$ cat config.mk
export PLATFORM = sky130hd
export DESIGN_NAME = instr_sequencer
export DESIGN_NICKNAME = d
export VERILOG_FILES = /design/src/rtl/instr_sequencer.sv
export SDC_FILE = /design/constraint.sdc
export NUM_CORES = 1
export LEC_CHECK = 0
export ABC_CLOCK_PERIOD_IN_PS = 3800
export CORE_ASPECT_RATIO = 0.75
export CORE_MARGIN = 3
export CORE_UTILIZATION = 33
export CTS_BUF_LIST = sky130_fd_sc_hd__clkbuf_8
export CTS_CLUSTER_SIZE = 24
export DETAILED_ROUTE_END_ITERATION = 12
export PLACE_DENSITY = 0.58
export SLEW_MARGIN = 40
export SYNTH_ARGS = -nofsm -noshare
export SYNTH_HDL_FRONTEND = slang
export SYNTH_SLANG_ARGS = --single-unit
$ cat constraint.sdc
create_clock -name CLK -period 3.8 [get_ports CLK]
set_input_delay 0.38 -clock CLK [delete_from_list [all_inputs] [get_ports CLK]]
set_output_delay 0.38 -clock CLK [all_outputs]
set_load 0.005 [all_outputs]
$ cat src/rtl/instr_sequencer.sv
// PDP-8 major-state sequencer: walks Fetch/Defer/Execute per instruction
// and issues the PC, memory and IR strobes from registered state.
module instr_sequencer #(
    parameter logic AUTORUN = 1'b0
) (
    input  logic       CLK,
    input  logic       RESET,
    input  logic       RUN,
    input  logic       STEP,
    input  logic       HALT_REQ,
    input  logic [2:0] OPCODE,
    input  logic       IND,
    input  logic       SKIP,
    input  logic       MEM_DONE,
    output logic       MEM_REQ,
    output logic       MEM_WR,
    output logic       IR_LD,
    output logic       PC_FETCH,
    output logic       PC_CK,
    output logic       PC_LD,
    output logic       PC_LATCH,
    output logic [1:0] STATE,
    output logic       RUNNING
);

    typedef enum logic [3:0] {
        S_HALT,
        S_F_PC,
        S_F_MEM,
        S_DECODE,
        S_D_MEM,
        S_E_RD,
        S_E_WR,
        S_E_PC1,
        S_E_GAP,
        S_E_PC2,
        S_E_SKIP,
        S_END
    } state_t;

    state_t     state_q, state_d;
    logic       single_q, single_d;
    logic       autorun_q, autorun_d;
    logic       step_q;
    logic       mem_req_q, mem_wr_q;
    logic       ir_ld_en_q, skip_en_q;
    logic       pc_fetch_q, pc_ck_q, pc_ld_q, pc_latch_q;
    logic [1:0] state_grp_q;
    logic       running_q;

    logic step_edge;
    logic run_eff;

    assign step_edge = STEP & ~step_q;
    assign run_eff   = RUN | autorun_q;

    function automatic state_t exec_entry(input logic [2:0] op);
        state_t s;
        unique case (op)
            3'd0, 3'd1, 3'd2: s = S_E_RD;
            3'd3, 3'd4:       s = S_E_WR;
            3'd5:             s = S_E_PC1;
            default:          s = S_E_SKIP;
        endcase
        return s;
    endfunction

    function automatic logic [1:0] state_grp(input state_t s);
        logic [1:0] g;
        unique case (s)
            S_HALT:                       g = 2'b00;
            S_F_PC, S_F_MEM, S_DECODE:    g = 2'b01;
            S_D_MEM:                      g = 2'b10;
            default:                      g = 2'b11;
        endcase
        return g;
    endfunction

    always_comb begin
        state_d   = state_q;
        single_d  = single_q;
        autorun_d = autorun_q;
        unique case (state_q)
            S_HALT: begin
                if (run_eff) begin
                    state_d  = S_F_PC;
                    single_d = 1'b0;
                end else if (step_edge) begin
                    state_d  = S_F_PC;
                    single_d = 1'b1;
                end
            end
            S_F_PC:   state_d = S_F_MEM;
            S_F_MEM:  if (MEM_DONE) state_d = S_DECODE;
            S_DECODE: begin
                if (OPCODE[2:1] == 2'b11) state_d = S_E_SKIP;
                else if (IND)             state_d = S_D_MEM;
                else                      state_d = exec_entry(OPCODE);
            end
            S_D_MEM:  if (MEM_DONE) state_d = exec_entry(OPCODE);
            S_E_RD: begin
                if (MEM_DONE)
                    state_d = (OPCODE == 3'd2) ? S_E_WR : S_END;
            end
            S_E_WR: begin
                if (MEM_DONE) begin
                    if (OPCODE == 3'd2)      state_d = S_E_SKIP;
                    else if (OPCODE == 3'd4) state_d = S_E_PC1;
                    else                     state_d = S_END;
                end
            end
            S_E_PC1:  state_d = (OPCODE == 3'd4) ? S_E_GAP : S_END;
            S_E_GAP:  state_d = S_E_PC2;
            S_E_PC2:  state_d = S_END;
            S_E_SKIP: state_d = S_END;
            S_END: begin
                autorun_d = 1'b0;
                if (HALT_REQ || single_q || !run_eff) begin
                    state_d  = S_HALT;
                    single_d = 1'b0;
                end else begin
                    state_d  = S_F_PC;
                end
            end
            default:  state_d = S_HALT;
        endcase
    end

    always_ff @(posedge CLK or posedge RESET) begin
        if (RESET) begin
            state_q     <= S_HALT;
            single_q    <= 1'b0;
            autorun_q   <= AUTORUN;
            step_q      <= 1'b0;
            mem_req_q   <= 1'b0;
            mem_wr_q    <= 1'b0;
            ir_ld_en_q  <= 1'b0;
            skip_en_q   <= 1'b0;
            pc_fetch_q  <= 1'b0;
            pc_ck_q     <= 1'b0;
            pc_ld_q     <= 1'b0;
            pc_latch_q  <= 1'b0;
            state_grp_q <= 2'b00;
            running_q   <= 1'b0;
        end else begin
            state_q     <= state_d;
            single_q    <= single_d;
            autorun_q   <= autorun_d;
            step_q      <= STEP;
            mem_req_q   <= state_d inside {S_F_MEM, S_D_MEM, S_E_RD, S_E_WR};
            mem_wr_q    <= (state_d == S_E_WR);
            ir_ld_en_q  <= (state_d == S_F_MEM);
            skip_en_q   <= (state_d == S_E_SKIP);
            pc_fetch_q  <= (state_d == S_F_PC);
            pc_ck_q     <= (state_d == S_E_PC2);
            pc_ld_q     <= (state_d == S_E_PC1);
            pc_latch_q  <= (state_d == S_E_PC2);
            state_grp_q <= state_grp(state_d);
            running_q   <= (state_d != S_HALT);
        end
    end

    // IR load and skip increment qualify a registered state flag with the
    // live datapath input, so they land in the cycle the condition is seen.
    assign MEM_REQ  = mem_req_q;
    assign MEM_WR   = mem_wr_q;
    assign IR_LD    = ir_ld_en_q & MEM_DONE;
    assign PC_FETCH = pc_fetch_q;
    assign PC_CK    = pc_ck_q | (skip_en_q & SKIP);
    assign PC_LD    = pc_ld_q;
    assign PC_LATCH = pc_latch_q;
    assign STATE    = state_grp_q;
    assign RUNNING  = running_q;

endmodule

; ---- Word level (Yosys, flattened, before mapping)
; Index checks and enable logic that the tools add are counted.
[word_totals]
reg_bits = 16
wordCells = 79
inputBits = 11
[classes]
n_reduce_logical = 14
n_bitwise = 5
muxes = 20
n_eq_ne = 28
[op_table]
columns = op, n
row1 = two-way mux 4 bit, 11
row2 = one-hot mux 4 bit (11 select lines), 1
row3 = "== test 4 x 3 -> 1 bit, second input constant", 8
row4 = "== test 4 bit, second input constant", 6
row5 = "== test 4 x 2 -> 1 bit, second input constant", 4
row6 = one-hot mux 4 bit (3 select lines), 1
row7 = "== test 4 x 1 -> 1 bit, second input constant", 2
row8 = zero test 4 bit, 2
row9 = nonzero test 4 bit, 2
row10 = "== test 3 x 2 -> 1 bit, second input constant", 2
row11 = "== test 3 bit, second input constant", 2
row12 = one-hot mux 2 bit (3 select lines), 1
row13 = OR reduction 3 bit, 2
row14 = two-way mux 1 bit, 4
row15 = OR reduction 2 bit, 2
row16 = bitwise AND 1 bit, 3
row17 = "== test 3 x 1 -> 1 bit, second input constant", 1
row18 = zero test 3 bit, 1
row19 = "inequality test 3 bit, second input constant", 1
row20 = AND reduction 3 bit, 1
row21 = "== test 2 bit, second input constant", 1
row22 = logical OR 1 bit, 2
row23 = two-way mux 2 bit, 1
row24 = "inequality test 2 bit, second input constant", 1
row25 = other kinds (5), 5

; ---- Longest topological paths before layout
[logic_depth]
ltp_word = 9
depth_mapped = 7

; ---- Worst setup path after synthesis
; OpenSTA, ideal clock, no wires.
[synth_timing]
path_type = input to register
from = input port OPCODE[1]
to = register running_q, in the netlist RUNNING
required_time_ps = 3662
path_slack_ps = 1796
t_arrival_ps = 1866
setup_ps = 138
stages = 4
cell_sequence = or3b_1 -> a2111oi_2 -> o311ai_2 -> or4b_1
[synth_via]
elab_chain_cells = 7
[synth_lines]
columns = element, line_no
row1 = "start, declared", 11  ; input logic [2:0] OPCODE,
row2 = "== test 3 x 2 -> 1 bit, or another cell as far along", "59, 103, 107"
row3 = OR reduction 3 bit / OR reduction 2 bit (equally long branches), 59  ; unique case (op)
row4 = one-hot mux 4 bit (3 select lines), 59
row5 = two-way mux 4 bit, 97  ; else if (IND) state_d = S_D_MEM;
row6 = two-way mux 4 bit, 96  ; if (OPCODE[2:1] == 2'b11) state_d = S_E_SKIP;
row7 = one-hot mux 4 bit (11 select lines) (*), 83  ; unique case (state_q)
row8 = net state_d[0], 41  ; state_t state_q, state_d;
row9 = nonzero test 4 bit (*), 159  ; running_q <= (state_d != S_HALT);
row10 = "end signal, assigned", 159
row11 = "end, declared", 49  ; logic running_q;
; The timed path passes the listed nets; every way through them passes the cells marked *.
; A chain may end at the register's enable or synchronous reset.

; ---- Worst setup path in the final report
[layout_timing]
from = input port OPCODE[2]
to = register running_q, in the netlist RUNNING
[layout_via]
elab_chain_cells = 7
[layout_lines]
columns = element, line_no
row1 = "== test 3 x 2 -> 1 bit, or another cell as far along", "59, 107"
row2 = OR reduction 3 bit / OR reduction 2 bit (equally long branches), 59
row3 = one-hot mux 4 bit (3 select lines), 59
row4 = two-way mux 4 bit, 97
row5 = two-way mux 4 bit, 96
row6 = one-hot mux 4 bit (11 select lines) (*), 83
row7 = net state_d[1], 41
row8 = nonzero test 4 bit (*), 159
; Marked as above.

==> flow_metrics.tcl <==
set metrics [dict create \
    syn_area_um2 898 \
    cts_tree "yes" \
    syn_to_final_growth_pct 30.6 \
    avgViaCountPerCell 5.29 \
    grt_use_total_pct 12.8 \
    nFillCells 242 \
    cts_sinks 16 \
    drv_cap 0 \
    synthFlopType "dfrtp_1" \
    syn-num-nets 104 \
    fin_setup_tns_ns 0 \
    ys_ff_latch 16 \
    synthArstFlopShare_pct 100 \
    io_buffers 20 \
    fin_nets 124 \
    num_rows 15 \
    finalWirelength_um 1930 \
    ios 21 \
    yosysSeqAreaShare_pct 44.6 \
    fin_cells 146 \
    worstPathArrival_ns 2.60 \
    outcome "completed" \
    slowest_stage "clkdlybuf4s50_1" \
    drive_above_1_share_pct 9.82 \
    vias 772 \
    first_pass_iters 4 \
    grt-ovfl-total 0 \
    hold_violations 0 \
    critPathKind "input port to register" \
    cpPeakStageDelay_ns 0.59 \
    grt_pass1_vias 723 \
    hold_class "input port to asynchronous set/reset pin" \
    clock-root-buffer "clkbuf_8" \
    powerDensity_nw_per_um2 731 \
    dieArea_um2 3390 \
    p_leak_nw 0.502 \
    grt_max_degree 19 \
    ant_nets 0 \
    power_mw 0.858 \
    post-route-period-util_pct 65.3 \
    clk_pin_slew_ns 0.06 \
    fin_ws_ns 1.32 \
    setup-violations-final 0 \
    fmax_mhz 403 \
    dp_hpwl_um 1490 \
    synthCells 93 \
    antenna_cells 0 \
    worstReg2RegStart "state_q[2]" \
    place_ws_ns 1.07 \
    critPathLaunch "OPCODE[2]" \
    worst-slew-pin-transition_ns 0.561 \
    die_w_um 66.2 \
    path_max_fanout 7 \
    dp_cells 142 \
    maxSlewViolCount 0 \
    antenna_found_initial 0 \
    required_ns 3.92 \
    cp-start-kind "input port" \
    crit_buf_inv 2 \
    fp.dieH_um 51.2 \
    rsz0062_at_grt "no" \
    cts_resized 0 \
    first_iter_violations 32 \
    skew_ns 0.00437 \
    avgSynthCellArea_um2 9.66 \
    clk_latency_ns 0.25 \
    cp-end-kind "register" \
    place.gp.congestion 0.899 \
    postCtsSetupRepairBufs 0 \
    rrSetupSlack_ns 1.58 \
    yosysWarnings 0 \
    drcViolationCount 0 \
    path_cells "clkdlybuf4s50_1 -> or3b_1 -> a21oi_1 -> a221oi_2 -> nor3_4 -> inv_1 -> or4b_1" \
    ir_worst_vdd_mv 0.358 \
    synth_edf_count 0 \
    core_area_um2 2440 \
    grt_pass1_wl_um 3340 \
    htreeDepth 1 \
    holdBufCountCts 0 \
    cts_buffers 3 \
    cts.path.max_buffers 2 \
    cpLargestDelayFamily "simple AND/OR/NAND/NOR gates" \
    post-route-min-period_ns 2.48 \
    slew_headroom_pct 62.5 \
    ys_types 37 \
    wire_per_inst_um 13.2 \
    initial_utilization_pct 36.8 \
]
area by class of cell:
| cell class | count | area (µm²) | share of cell area, % |
|---|---|---|---|
| well taps | 34 | 42.5 | 3.62 |
| multi-input cells | 64 | 445 | 38.0 |
| inverters | 8 | 30.0 | 2.56 |
| clock buffers | 4 | 55.1 | 4.69 |
| repair buffers | 20 | 200 | 17.1 |
| flip-flops and latches | 16 | 400 | 34.1 |
sequential cells by signal, indices dropped and copies added, names as in the netlist:
signal,flops
MEM_REQ,1
MEM_WR,1
PC_FETCH,1
PC_LATCH,1
PC_LD,1
RUNNING,1
STATE,2
ir_ld_en_q,1
single_q,1
skip_en_q,1
state_q,4
step_q,1
layout by cell type (no fill, tap or decap), drive strengths merged, types with 3 or more instances in the layout:
cell / n
clkdlybuf4s50: 20
dfrtp: 16
inv: 8
nand2: 7
nor3: 7
a21oi: 6
a21o: 5
nor2: 4
clkbuf: 4
and2: 3
nor3b: 3
a2111oi: 3
logic make-up after synthesis:
logic type	count (synthesis)	synth area share, %
buffers and inverters	13	5.85
DFF	16	44.6
AOI/OAI and AO/OA	28	24.7
and+or+nand+nor	36	24.9
synth_stat cells (2+ instances only):
library cell  count  area, µm²
o21ai_0           2       10.0
a21oi_1           6       30.0
nor2_1            4       15.0
nor3b_1           2       15.0
a21o_1            5       37.5
and2_1            3       18.8
a22oi_1           2       15.0
or3_1             2       12.5
dfrtp_1          16        400
buf_2             3       15.0
nor3_1            6       30.0
a211oi_1          2       15.0
nand2b_1          2       12.5
inv_1             8       30.0
nand3b_1          2       15.0
nand2_1           7       26.3
worst register-to-register path, stage by stage, from the launching register on:
cell     delay (ns)
dfrtp_1        0.69
nor2_1         0.11
a32oi_1        0.26
nor3_1         0.15
nor3_4         0.25
inv_1          0.11
or4b_1         0.52
metrics by stage:
stage / utilization, % / hold WS [ns] / area, µm²
6_report: 48.1 / 0.478 / 1170
5_1_grt: 48.1 / 0.532 / 1170
4_1_cts: 48.1 / 0.506 / 1170
3_5_place_dp: 45.8 / 0.496 / 1120
3_3_place_gp: 45.8 / 0.473 / 1120
2_1_floorplan: - / 0.294 / 898
metal layers:
metal / track usage [%] / part of all wire [%] / vias up / wire [µm]
met3: 4.84 / 8.3 / 2 / 161
met4: 2.03 / 0.98 / 0 / 19
met2: 18.6 / 44 / 28 / 860
met1: 18.1 / 46 / 362 / 893
li1: - / - / 380 / -
met5: 0 / 0 / - / 0
where the power goes:
part           total, mW  internal (mW)  leakage (nW)  switching, mW
logic              0.407          0.203         0.274          0.204
clock network      0.147         0.0918        0.0288         0.0556
registers          0.304          0.232         0.199         0.0724
total              0.858          0.526         0.502          0.332
final timing paths:
kind                             to  cells past startpoint
min                          step_q                      2
max                         RUNNING                      7
min in group CLK           single_q                      1
max in group asynchronous  STATE[1]                      2
min reg2reg                single_q                      1
max reg2reg                 RUNNING                      6
Power figures use the tool's default switching activity.
